`src/rtl/dm_port_arbiter.sv`:
```
// Round-robin arbiter sharing the single-port data memory between the CPU and debug ports.
// Each grant holds the memory strobe for LATENCY cycles, then pulses the owner's Ack for one cycle.
//
// state  | meaning
// IDLE   | waiting for a request; arbitrates on Pri when both ports ask
// ACCESS | strobe asserted toward memory; counter counts down to zero
// RESP   | Ack to the owning port; priority flips to the other port
module dm_port_arbiter #(
  parameter int unsigned LATENCY = 1
) (
  input  logic        Clk,
  input  logic        Rst,
  input  logic        CpuReq,
  input  logic        CpuWrite,
  input  logic [31:0] CpuAddr,
  input  logic [31:0] CpuWData,
  output logic        CpuAck,
  output logic [31:0] CpuRData,
  output logic        CpuStall,
  input  logic        DbgReq,
  input  logic        DbgWrite,
  input  logic [31:0] DbgAddr,
  input  logic [31:0] DbgWData,
  output logic        DbgAck,
  output logic [31:0] DbgRData,
  output logic [31:0] MemAddr,
  output logic [31:0] MemWData,
  output logic        MemWrite,
  output logic        MemRead,
  input  logic [31:0] MemRData,
  output logic        Owner
);

  typedef enum logic [1:0] {IDLE, ACCESS, RESP} state_t;

  localparam logic [3:0] CNT_INIT = 4'(LATENCY - 1);

  state_t      state_q, state_d;
  logic        pri_q, pri_d;
  logic        owner_q, owner_d;
  logic        wr_q, wr_d;
  logic [3:0]  cnt_q, cnt_d;
  logic [31:0] addr_q, addr_d;
  logic [31:0] wdata_q, wdata_d;
  logic [31:0] cpu_rdata_q, cpu_rdata_d;
  logic [31:0] dbg_rdata_q, dbg_rdata_d;
  logic        grant_dbg;

  always_ff @(posedge Clk or posedge Rst) begin
    if (Rst) begin
      state_q     <= IDLE;
      pri_q       <= 1'b0;
      owner_q     <= 1'b0;
      wr_q        <= 1'b0;
      cnt_q       <= 4'd0;
      addr_q      <= 32'd0;
      wdata_q     <= 32'd0;
      cpu_rdata_q <= 32'd0;
      dbg_rdata_q <= 32'd0;
    end else begin
      state_q     <= state_d;
      pri_q       <= pri_d;
      owner_q     <= owner_d;
      wr_q        <= wr_d;
      cnt_q       <= cnt_d;
      addr_q      <= addr_d;
      wdata_q     <= wdata_d;
      cpu_rdata_q <= cpu_rdata_d;
      dbg_rdata_q <= dbg_rdata_d;
    end
  end

  always_comb begin
    state_d     = state_q;
    pri_d       = pri_q;
    owner_d     = owner_q;
    wr_d        = wr_q;
    cnt_d       = cnt_q;
    addr_d      = addr_q;
    wdata_d     = wdata_q;
    cpu_rdata_d = cpu_rdata_q;
    dbg_rdata_d = dbg_rdata_q;
    grant_dbg   = 1'b0;
    case (state_q)
      IDLE: begin
        if (CpuReq || DbgReq) begin
          // Pri = 0 favours the CPU on a tie, Pri = 1 favours debug
          grant_dbg = DbgReq && (!CpuReq || pri_q);
          owner_d   = grant_dbg;
          wr_d      = grant_dbg ? DbgWrite : CpuWrite;
          addr_d    = grant_dbg ? DbgAddr  : CpuAddr;
          wdata_d   = grant_dbg ? DbgWData : CpuWData;
          cnt_d     = CNT_INIT;
          state_d   = ACCESS;
        end
      end
      ACCESS: begin
        if (cnt_q == 4'd0) begin
          if (!wr_q) begin
            if (owner_q) dbg_rdata_d = MemRData;
            else         cpu_rdata_d = MemRData;
          end
          state_d = RESP;
        end else begin
          cnt_d = cnt_q - 4'd1;
        end
      end
      RESP: begin
        pri_d   = ~owner_q;
        state_d = IDLE;
      end
      default: state_d = IDLE;
    endcase
  end

  // Strobes and Acks decode straight from state so a reset removes them at once.
  assign MemRead  = (state_q == ACCESS) && !wr_q;
  assign MemWrite = (state_q == ACCESS) &&  wr_q;
  assign MemAddr  = addr_q;
  assign MemWData = wdata_q;
  assign CpuAck   = (state_q == RESP) && !owner_q;
  assign DbgAck   = (state_q == RESP) &&  owner_q;
  assign CpuRData = cpu_rdata_q;
  assign DbgRData = dbg_rdata_q;
  assign CpuStall = CpuReq && !CpuAck;
  assign Owner    = owner_q;

endmodule

```
`config.mk`:
```
export PLATFORM = sky130hd
export DESIGN_NAME = dm_port_arbiter
export DESIGN_NICKNAME = d
export VERILOG_FILES = /design/src/rtl/dm_port_arbiter.sv
export SDC_FILE = /design/constraint.sdc
export NUM_CORES = 1
export LEC_CHECK = 0
export ABC_CLOCK_PERIOD_IN_PS = 5400
export BUFFER_PORTS_ARGS = -buffer_cell sky130_fd_sc_hd__buf_2
export CAP_MARGIN = 40
export CORE_MARGIN = 2
export CORE_UTILIZATION = 47
export DETAILED_ROUTE_END_ITERATION = 16
export PLACE_DENSITY_LB_ADDON = 0.08
export SLEW_MARGIN = 10
export SYNTH_ARGS = -nofsm -noshare
export SYNTH_HDL_FRONTEND = slang
export SYNTH_SLANG_ARGS = --single-unit
```
`constraint.sdc`:
```
create_clock -name Clk -period 5.4 [get_ports Clk]
set_input_delay 0.81 -clock Clk [delete_from_list [all_inputs] [get_ports Clk]]
set_output_delay 0.81 -clock Clk [all_outputs]
set_load 0.05 [all_outputs]
```
# Yosys cells after proc, flatten, opt, wreduce, memory -nomap -nowiden
# Cells that the tools add are included.
[totals]
in_bits = 166
reg_bits = 137
wordCells = 46
output_inout_bits = 134
[classes]
n_mux = 9
n_eq_ne = 5
addsub = 1
reduce_logical = 20
bitwise = 2
[op_table]
columns = ["cell", "n"]
rows = [
  ["$mux W32", 2],
  ["$mux W4", 2],
  ["$pmux W4 S2", 1],
  ["$reduce_and A4 Y1", 2],
  ["$logic_and A1 B1 Y1", 6],
  ["$ne A2 B2 Y1 const B", 3],
  ["$logic_not A1 Y1", 4],
  ["$logic_not A4 Y1", 1],
  ["$mux W2", 2],
  ["$pmux W2 S2", 1],
  ["$reduce_and A2 Y1", 2],
  ["$sub A4 B1 Y4 const B", 1],
  ["$reduce_and A3 Y1", 1],
  ["$eq A2 B1 Y1 const B", 1],
  ["$eq A2 B2 Y1 const B", 1],
  ["$logic_not A2 Y1", 1],
  ["$logic_or A1 B1 Y1", 2],
  ["$not A1 Y1", 2],
  ["$reduce_bool A2 Y1", 1],
  ["$mux W1", 1],
]

# Depth between registers and ports, before layout
# Gate-level depths: netlist of the first run.
[depth]
word_depth = 4
depth_mapped = 7
mapped_depth_nobuf = 5

# Worst setup path after synthesis of the first run
# No wires, ideal clock.
[synth_timing]
path_type = "reg2out"
startpoint = "register owner_q (netlist: Owner)"
endpoint = "output CpuStall"
setup_slack_ns = 2.147
t_arrival_ns = 2.443
required_time_ns = 4.590
path_stages_with_launch = 3
n_path_buf = 0
path_cell_list = "dfrtp_1 > nor3b_1 > nor2b_1"
[synth_via]
elab_chain_cells = 4
[synth_rtl]
columns = ["element", "line", "source"]
rows = [
  ["from (decl)", "40", "logic owner_q, owner_d;"],
  ["from (signal assigned)", "63", "owner_q <= owner_d;"],
  ["$logic_not A1 Y1", "121", "assign CpuAck = (state_q == RESP) && !owner_q;"],
  ["$logic_and A1 B1 Y1", "121", ""],
  ["named net CpuAck", "17", "output logic CpuAck,"],
  ["$logic_not A1 Y1", "125", "assign CpuStall = CpuReq && !CpuAck;"],
  ["$logic_and A1 B1 Y1", "125", ""],
  ["to (decl)", "19", "output logic CpuStall,"],
]
# The timed path passes the listed nets, and every way through them passes these cells.

# Worst setup path in the final report of the first run
[layout_timing]
startpoint = "input DbgReq"
endpoint = "register addr_q[16] (netlist: MemAddr[16])"
[layout_via]
elab_chain_cells = 2
[layout_rtl]
columns = ["element", "line", "source"]
rows = [
  ["from (decl)", "20", "input logic DbgReq,"],
  ["$logic_and A1 B1 Y1 / $logic_or A1 B1 Y1 (equally long branches)", "88, 86", ""],
  ["$mux W32 / $reduce_and A2 Y1 (equally long branches)", "-", ""],
  ["to (signal assigned)", "66", "addr_q <= addr_d;"],
  ["to (decl)", "43", "logic [31:0] addr_q, addr_d;"],
]
# Parallel ways exist; a longest one is shown, timed or not.
# A chain may end at the register's enable or synchronous reset.

==> impl_metrics.yaml, run 1 <==
logic_synthesis:
  yosys.cell_types.count: 29
  async_flop_share_pct: 100
  synth-edff-count: 0
  synth.area.top_cells: "dfrtp_1 55%, mux2_4 7.3%, a31oi_1 6.6%"
  syn_nets: 734
  syn_area_sq_um: 6200
  synth_top_area_share_pct: 55.3
  yosysWarnings: 0
  ys.flop_type: "dfrtp_1"
  synthCells: 566
  synth.avg_cell_area_sq_um: 11.0
  yosysTopAreaCell: "dfrtp_1"
  synth-seq-area-share_pct: 55.3
  ys_seq_elements: 137
sta:
  max_slew_margin_pct: 49.4
  clock_skew_ns: 0.00764
  hold_viol_final: 0
  worst_slack_ns: 2.92
  tns_ns: 0
  finalCritPeriodShare_pct: 45.9
  min_period_ns: 2.48
  grt_setup_unrepaired: "false"
  fin_hold_ws_ns: 0.363
  max_freq_mhz: 404
  finalMaxSlewViolations: 0
  setup_viol: 0
  tightestPinTransition_ns: 0.757
drt:
  vias: 5729
  ant_nets: 0
  route.detailed.drc: 0
  drtIter0Drc: 526
  wire_per_inst_um: 18.3
  viasPerCell: 5.61
  wirelength_mm: 18.7
  firstDrtPassIters: 5
clock_network:
  post_cts_buffers: 0
  cts_made_buffers: 17
  clkTransAtPathRegs_ns: 0.06
  postCtsHoldBufs: 0
  root_buffer: "clkbuf_16"
  clk_path_buf_depth: 2
  cts_resized: 0
  cts_tree: "done"
  cts_max_level: 4
  clock_latency_ns: 0.42
  cts_sinks: 137
place:
  gp_congestion: 0.836
  portBuffers: 299
  dp_slack_ns: 2.59
  dp_cells: 990
  dp_hpwl_mm: 12.5
floorplanning:
  dieArea_sq_um: 14100
  start_util_pct: 48.6
  die_y_um: 119
  core_area_sq_um: 12800
  placementRows: 41
  num_io_pins: 300
  die_w_um: 119
cells_and_area:
  multi_input_area_sq_um: 2510
  fillCellCount: 1044
  n_antenna_cell: 0
  final_cell_mix: "299 x buf_2, 137 x dfrtp_1, 70 x o21ai_0, 67 x a21oi_1"
  seqCellArea_sq_um: 3430
  layout_commonest_cell: "buf_2"
  finalNonFillerCells: 1022
  layout.nets: 1005
  area_growth_syn_to_layout_pct: 36.1
  drive_above_1_share_pct: 48.6
pwr:
  p_total_mw: 6.78
  p_per_area_nw_per_um2: 803
  p_leak_nw: 4.04
  max-vdd-ir-drop_v: 0.000374
critical_path:
  cp-start-kind: "input pin"
  crit_start: "DbgReq"
  worst_setup_path_end_kind: "register"
  cp.required_ns: 5.66
  cp_data_arrival_time_ns: 2.74
  worstSetupPathType: "in2reg"
  r2r_slack_ns: 2.98
  r2r_start: "cnt_q[0]"
  crit_fanout: 41
global_route:
  grt_pass1_wl_mm: 29.8
  antenna_found_initial: 0
  grt_pass1_vias: 5768
  grt_max_degree: 68
  overflow: 0
  grt_usage_pct: 26.7
hold_path:
  hold_path.class: "in2async"
job:
  cap_violations: 0
run_status:
  status: "finished, final reports clean"
-- kinds of logic (layout without fill, tap and decap cells) --
| kind of cell | after synthesis | in the layout | synth area share, % |
|---|---|---|---|
| and+or+nand+nor | 94 | 94 | 7.99 |
| AOI/OAI and AO/OA | 205 | 205 | 18.0 |
| DFF | 137 | 137 | 55.3 |
| muxes | 65 | 65 | 13.6 |
| adders and majority gates | 2 | 2 | 0.403 |
| buffers and inverters | 63 | 347 | 4.72 |
-- where the power goes --
part,internal (mW),switching (mW)
clock network,0.842,0.438
logic,0.968,2.67
registers,1.55,0.308
-- synthesized netlist by cell type, types with 2 or more instances --
cell type,n
clkbuf_1,45
o221ai_1,2
dfrtp_1,137
or2_2,2
ha_1,2
buf_12,3
a31oi_1,65
mux2_4,30
inv_1,6
nand2_1,3
nor3b_1,2
mux2_2,34
buf_1,8
a21oi_1,67
nor2_1,6
nor3_1,4
nand3_1,65
nor2b_1,4
o21ai_0,70
nand2b_1,2
-- worst paths after layout --
kind / endpoint / cells after the start
setup / recovery: MemAddr[16] / 5
hold / removal: MemWData[17] / 2
max in group asynchronous: MemWData[3] / 3
setup reg to reg: CpuRData[17] / 5
hold reg to reg: DbgRData[0] / 1
min in group Clk: DbgRData[0] / 1
-- layer usage --
layer  vias up  part of all wire [%]  global-route usage (%)
met3        42                   6.9                    6.37
met4         0                   2.9                    11.7
li1       2634                     -                       -
met5         -                     0                       0
met1      2762                    41                    33.8
met2       291                    49                    43.6
-- critical path, stage by stage --
cell	delay (ns)
buf_2	0.56
inv_1	0.55
buf_4	0.41
o21ai_0	0.25
a31oi_1	0.12
-- stage by stage --
| stage | utilization (%) | area, sq um |
|---|---|---|
| final | 66.1 | 8440 |
| after global routing | 66.1 | 8440 |
| after CTS | 66.1 | 8440 |
| after detailed placement | 61.0 | 7790 |
| after global placement | 60.5 | 7730 |
| after floorplan | - | 6200 |
-- final cells by class --
type	count	area share, %
Inverter	6	0.326
Clock inverter	12	2.33
Timing Repair Buffer	309	19.1
Multi-Input combinational cell	366	29.7
Sequential cell	137	40.6
Tap cell	172	2.55
Clock buffer	20	5.41
-- flip-flops by register name, indices dropped and copies added (netlist names) --
signal / count
Owner: 1
wr_q: 1
CpuRData: 32
DbgRData: 32
pri_q: 1
MemAddr: 32
MemWData: 32
cnt_q: 4
state_q: 2
Note: power is estimated with default switching activity, not from simulation.
==> inputs of run 2 (changes only) <==
ABC_CLOCK_PERIOD_IN_PS = 2400   (was 5400)
clock period = 2.4 ns   (was 5.4 ns; I/O delays follow)
==> run 2 against run 1 <==
  * Clock power rose by 110%
  * Via count is 0.82% higher
  * Power up 120%
  * Sequential power is 130% higher
  * Critical endpoint is now CpuRData[26]
==> impl_metrics.yaml, run 2 (synthesized netlist as in run 1, its figures left out) <==
cells_and_area:
  fin_area_sq_um: 8460
  seqCellArea_sq_um: 3430
  layout_commonest_cell: "buf_2"
  finalNonFillerCells: 1027
  drive_above_1_share_pct: 48.8
  final_cell_mix: "299 x buf_2, 137 x dfrtp_1, 70 x o21ai_0, 67 x a21oi_1"
  fillCellCount: 1063
  layout.nets: 1010
  area_growth_syn_to_layout_pct: 36.4
  multi_input_area_sq_um: 2510
  n_antenna_cell: 0
drt:
  wl_met3_mm: 1.42
  route.detailed.drc: 0
  top_layer: "met4"
  vias: 5776
  drtIter0Drc: 340
  wire_per_inst_um: 18.1
  dr_wl_met2_mm: 9.13
  firstDrtPassIters: 5
  viasPerCell: 5.62
  wirelength_mm: 18.6
  drt-met1-wl_mm: 7.46
  ant_nets: 0
floorplanning:
  start_util_pct: 48.6
  num_io_pins: 300
  core_area_sq_um: 12800
  dieArea_sq_um: 14100
  placementRows: 41
  die_w_um: 119
  die_y_um: 119
global_route:
  grt_pass1_vias: 5681
  grt_max_degree: 67
  overflow: 0
  grt_usage_pct: 26.5
  antenna_found_initial: 0
  grt_pass1_wl_mm: 29.7
clock_network:
  clk_path_buf_depth: 2
  postCtsHoldBufs: 0
  root_buffer: "clkbuf_16"
  cts_made_buffers: 17
  cts_tree: "done"
  cts_resized: 0
  cts_max_level: 4
  cts_sinks: 137
  post_cts_buffers: 0
  clkTransAtPathRegs_ns: 0.06
  clock_latency_ns: 0.41
critical_path:
  rr_worst_depth: 6
  worstSetupPathType: "reg2reg"
  cp_data_arrival_time_ns: 2.56
  cp.required_ns: 2.69
  cp-start-kind: "register"
  crit_fanout: 32
  worst_setup_path_end_kind: "register"
sta:
  finalMaxSlewViolations: 0
  min_period_ns: 2.27
  grt_setup_unrepaired: "false"
  max_slew_margin_pct: 50.8
  hold_viol_final: 0
  setup_viol: 0
  tightestPinTransition_ns: 0.738
  tns_ns: 0
  clock_skew_ns: 0.00743
  max_freq_mhz: 440
  finalCritPeriodShare_pct: 94.7
pwr:
  p_leak_nw: 4.06
  p_int_mw: 7.47
  p_per_area_nw_per_um2: 1790
  clkPwrFrac_pct: 17.9
  p_switching_mw: 7.64
  sw_frac_of_total_pct: 50.6
  max-vdd-ir-drop_v: 0.000891
  p_seq_share_pct: 27.7
  p_comb_share_pct: 54.4
run_status:
  status: "finished, final reports clean"
place:
  dpl_cell_area_sq_um: 7840
  dp_hpwl_mm: 12.7
  portBuffers: 299
  gp_congestion: 0.910
  dp_cells: 995
job:
  cap_violations: 0
hold_path:
  hold_path.class: "in2async"
-- run 2: changes by cell type in the layout (fill, tap and decap cells not counted), sizes merged --
cell,change
clkinvlp,-1
bufinv,-2
clkinv,-1
inv,-1
clkbuf,+5
buf,+5
-- run 2: stage by stage --
| step | hold WS (ns) | setup slack (ns) | utilization (%) | total power, mW |
|---|---|---|---|---|
| final | 0.0312 | 0.127 | 66.2 | 15.1 |
| after global routing | 0.0640 | 0.0713 | 66.2 | 15.8 |
| after CTS | 0.0323 | 0.131 | 66.2 | 15.2 |
| after detailed placement | 0.475 | 0.148 | 61.4 | 12.4 |
| after global placement | 0.471 | 0.217 | 61.4 | 12.3 |
| after floorplan | 0.476 | 0.215 | - | 10.4 |
-- run 2: final timing paths --
kind	start	end	slack, ns
worst max-delay path	cnt_q[0]	CpuRData[26]	0.13
min in group Clk	MemRData[23]	CpuRData[23]	0.20
worst min-delay path	Rst	MemWData[16]	0.03
worst max register to register	cnt_q[0]	CpuRData[26]	0.13
max in group asynchronous	Rst	MemAddr[4]	1.67
worst min register to register	DbgRData[29]	DbgRData[29]	0.50
-- run 2: power groups by stage --
stage          Sequential, mW  Combinational [mW]  Clock, mW
2_1_floorplan            8.01                2.39          0
3_3_place_gp             4.17                8.15          0
3_5_place_dp             4.19                8.26          0
4_1_cts                  4.19                8.26       2.74
5_1_grt                  4.32                8.64       2.86
6_report                 4.19                8.22       2.70
-- run 2: worst max-delay path, cell delays in order, from the launching register on --
cell and delay, ns:
dfrtp_1 0.40, inv_1 0.09, ha_1 0.19, or3b_4 0.41
or4_4 0.50, buf_12 0.21, mux2_4 0.33
-- run 2: final cells by class --
cell class	instances	area share, %
multi-input cells	366	29.7
clock inverters	7	1.33
flip-flops and latches	137	40.5
well taps	172	2.54
inverters	6	0.311
clock buffers	25	5.98
repair buffers	314	19.6
-- run 2: metal layers --
layer | vias to the layer above | global-route usage (%)
met5 | - | 0
met4 | 0 | 11.8
met3 | 42 | 6.85
met2 | 298 | 43.0
met1 | 2792 | 33.4
li1 | 2644 | -
==> inputs of run 3 (changes only) <==
ABC_CLOCK_PERIOD_IN_PS = 1900   (was 2400)
CORE_UTILIZATION = 42   (was 47)
clock period = 1.9 ns   (was 2.4 ns; I/O delays follow)
==> run 3 against run 2 <==
  * The run now ends with hold timing, setup timing left
  * Register-to-register slack got worse by 0.31 ns
  * Sequential power increased by 25%
  * Clock skew increased by 0.00086 ns
  * Non-clock buffer count increased by 27
  * Routed wire length increased by 2.1%
  * Fmax increased by 9.1%
  * Critical path depth unchanged
  * Count of clock-buffer cells in the layout decreased by 5
  * Combinational power increased by 33%
  * Flip-flop and latch count unchanged
==> impl_metrics.yaml, run 3 (synthesized netlist as in run 1, its figures left out) <==
run_status:
  status: "finished with violations"
  violations: "hold timing, setup timing"
critical_path:
  cpMaxStageDelayCell: "or4_4"
  crit_buf_inv: 2
  crit_chain: "inv_2 > ha_4 > or3b_4 > or4_4 > buf_12 > mux2_4"
  cp_data_arrival_time_ns: 2.38
  worstSetupPathType: "reg2reg"
  slowest_delay_ns: 0.50
  worst_setup_path_end_kind: "register"
  cp.required_ns: 2.19
  crit_fanout: 12
  path_delay_family: "simple AND/OR/NAND/NOR gates"
  cp-start-kind: "register"
global_route:
  grt_usage_pct: 24.1
  grt_pass1_wl_mm: 30.4
  grt_use_met3_pct: 6.12
  grt.busiest_layer: "met2"
  gr-usage-met1_pct: 30.6
  overflow: 0
  antenna_found_initial: 2
  grt_pass1_vias: 5930
  grtUsageMet2_pct: 39.2
  grt_max_degree: 85
place:
  gp_congestion: 0.828
  portBuffers: 299
  dpl_cell_area_sq_um: 8020
  dp_hpwl_mm: 12.8
sta:
  setup_viol: 33
  clock_skew_ns: 0.00829
  tightestPinTransition_ns: 0.643
  fin_hold_ws_ns: -0.0113
  hold_viol_final: 3
  grt_setup_unrepaired: "true"
  finalCritPeriodShare_pct: 110
  max_slew_margin_pct: 57.1
  finalMaxSlewViolations: 0
  min_period_ns: 2.08
  tns_ns: -5.32
  max_freq_mhz: 480
  worst_slack_ns: -0.183
job:
  cap_violations: 0
floorplanning:
  core_area_sq_um: 14500
  die_y_um: 126
  num_io_pins: 300
  dieArea_sq_um: 15800
  die_w_um: 126
  placementRows: 44
  start_util_pct: 42.8
cells_and_area:
  layout_commonest_cell: "buf_2"
  layout.nets: 1037
  area_growth_syn_to_layout_pct: 41.0
  final_cell_mix: "298 x buf_2, 137 x dfrtp_1, 69 x o21ai_0, 66 x a21oi_1"
  fillCellCount: 1271
  n_antenna_cell: 0
  drive_above_1_share_pct: 51.4
  multi_input_area_sq_um: 2540
  fin_area_sq_um: 8740
  seqCellArea_sq_um: 3430
drt:
  drtIter0Drc: 285
  vias: 5798
  wire_per_inst_um: 17.8
  viasPerCell: 5.44
  route.detailed.drc: 0
  ant_nets: 0
  firstDrtPassIters: 5
  wirelength_mm: 19.0
pwr:
  p_leak_nw: 4.21
  p_per_area_nw_per_um2: 2230
  max-vdd-ir-drop_v: 0.00113
  p_total_mw: 19.5
clock_network:
  root_buffer: "clkbuf_16"
  clkTransAtPathRegs_ns: 0.06
  cts_tree: "done"
  clk_path_buf_depth: 2
  postCtsHoldBufs: 0
  cts_max_level: 4
  cts_sinks: 137
  cts_made_buffers: 17
  clock_latency_ns: 0.42
hold_path:
  hold_path.class: "in2async"
-- run 3: cell count changes in the layout (fill, tap and decap cells not counted), moves of 2 or more --
cell	delta
clkbuf_8	-4
inv_1	-3
buf_4	+23
inv_2	+3
clkinv_4	+2
clkinv_2	+2
buf_12	+2
-- run 3: layout make-up --
type | instances | share of cell area, %
sequential | 137 | 39.2
multi-input combinational | 366 | 29.1
timing repair buffer | 341 | 21.9
clock buffer | 20 | 5.11
tap | 184 | 2.63
clock inverter | 12 | 1.70
inverter | 6 | 0.301
-- run 3: final timing paths --
path | slack [ns] | end | from | cells past startpoint
min | -0.01 | MemWData[6] | Rst | 3
max in group asynchronous | 1.34 | DbgRData[31] | Rst | 3
max | -0.18 | CpuRData[22] | cnt_q[1] | 6
min in group Clk | 0.12 | CpuRData[5] | MemRData[5] | 2
max reg2reg | -0.18 | CpuRData[22] | cnt_q[1] | 6
min reg2reg | 0.50 | DbgRData[7] | DbgRData[7] | 1
-- run 3: report_power, final --
part	internal, mW	switching [mW]
Sequential	4.41	0.835
Clock	2.09	1.24
Combinational	3.17	7.74
-- run 3: what timing repair did --
item	in CTS	in global routing
pin swaps	1	1
cloned	1	0
resized for setup	6	6
endpoints found under the setup margin	32	67
buffers inserted	8	1
-- run 3: tightest hold or removal path, cell delays in order --
cell and delay [ns]:
buf_2 0.13, clkinvlp_4 0.09, buf_12 0.32
-- run 3: routing by layer --
layer  routed length (um)  vias up
met5                   27        -
met4                  430        4
met3                 1470       38
met2                 9340      277
met1                 7730     2791
li1                     -     2688
-- run 3: per-stage QoR --
step           utilization, %  setup slack (ns)  std cells
3_5_place_dp             55.4            -0.247       1024
5_1_grt                  60.4            -0.236       1066
3_3_place_gp             55.4            -0.225       1024
4_1_cts                  60.2            -0.192       1065
6_report                 60.4            -0.183       1066
2_1_floorplan               -            -0.284        566
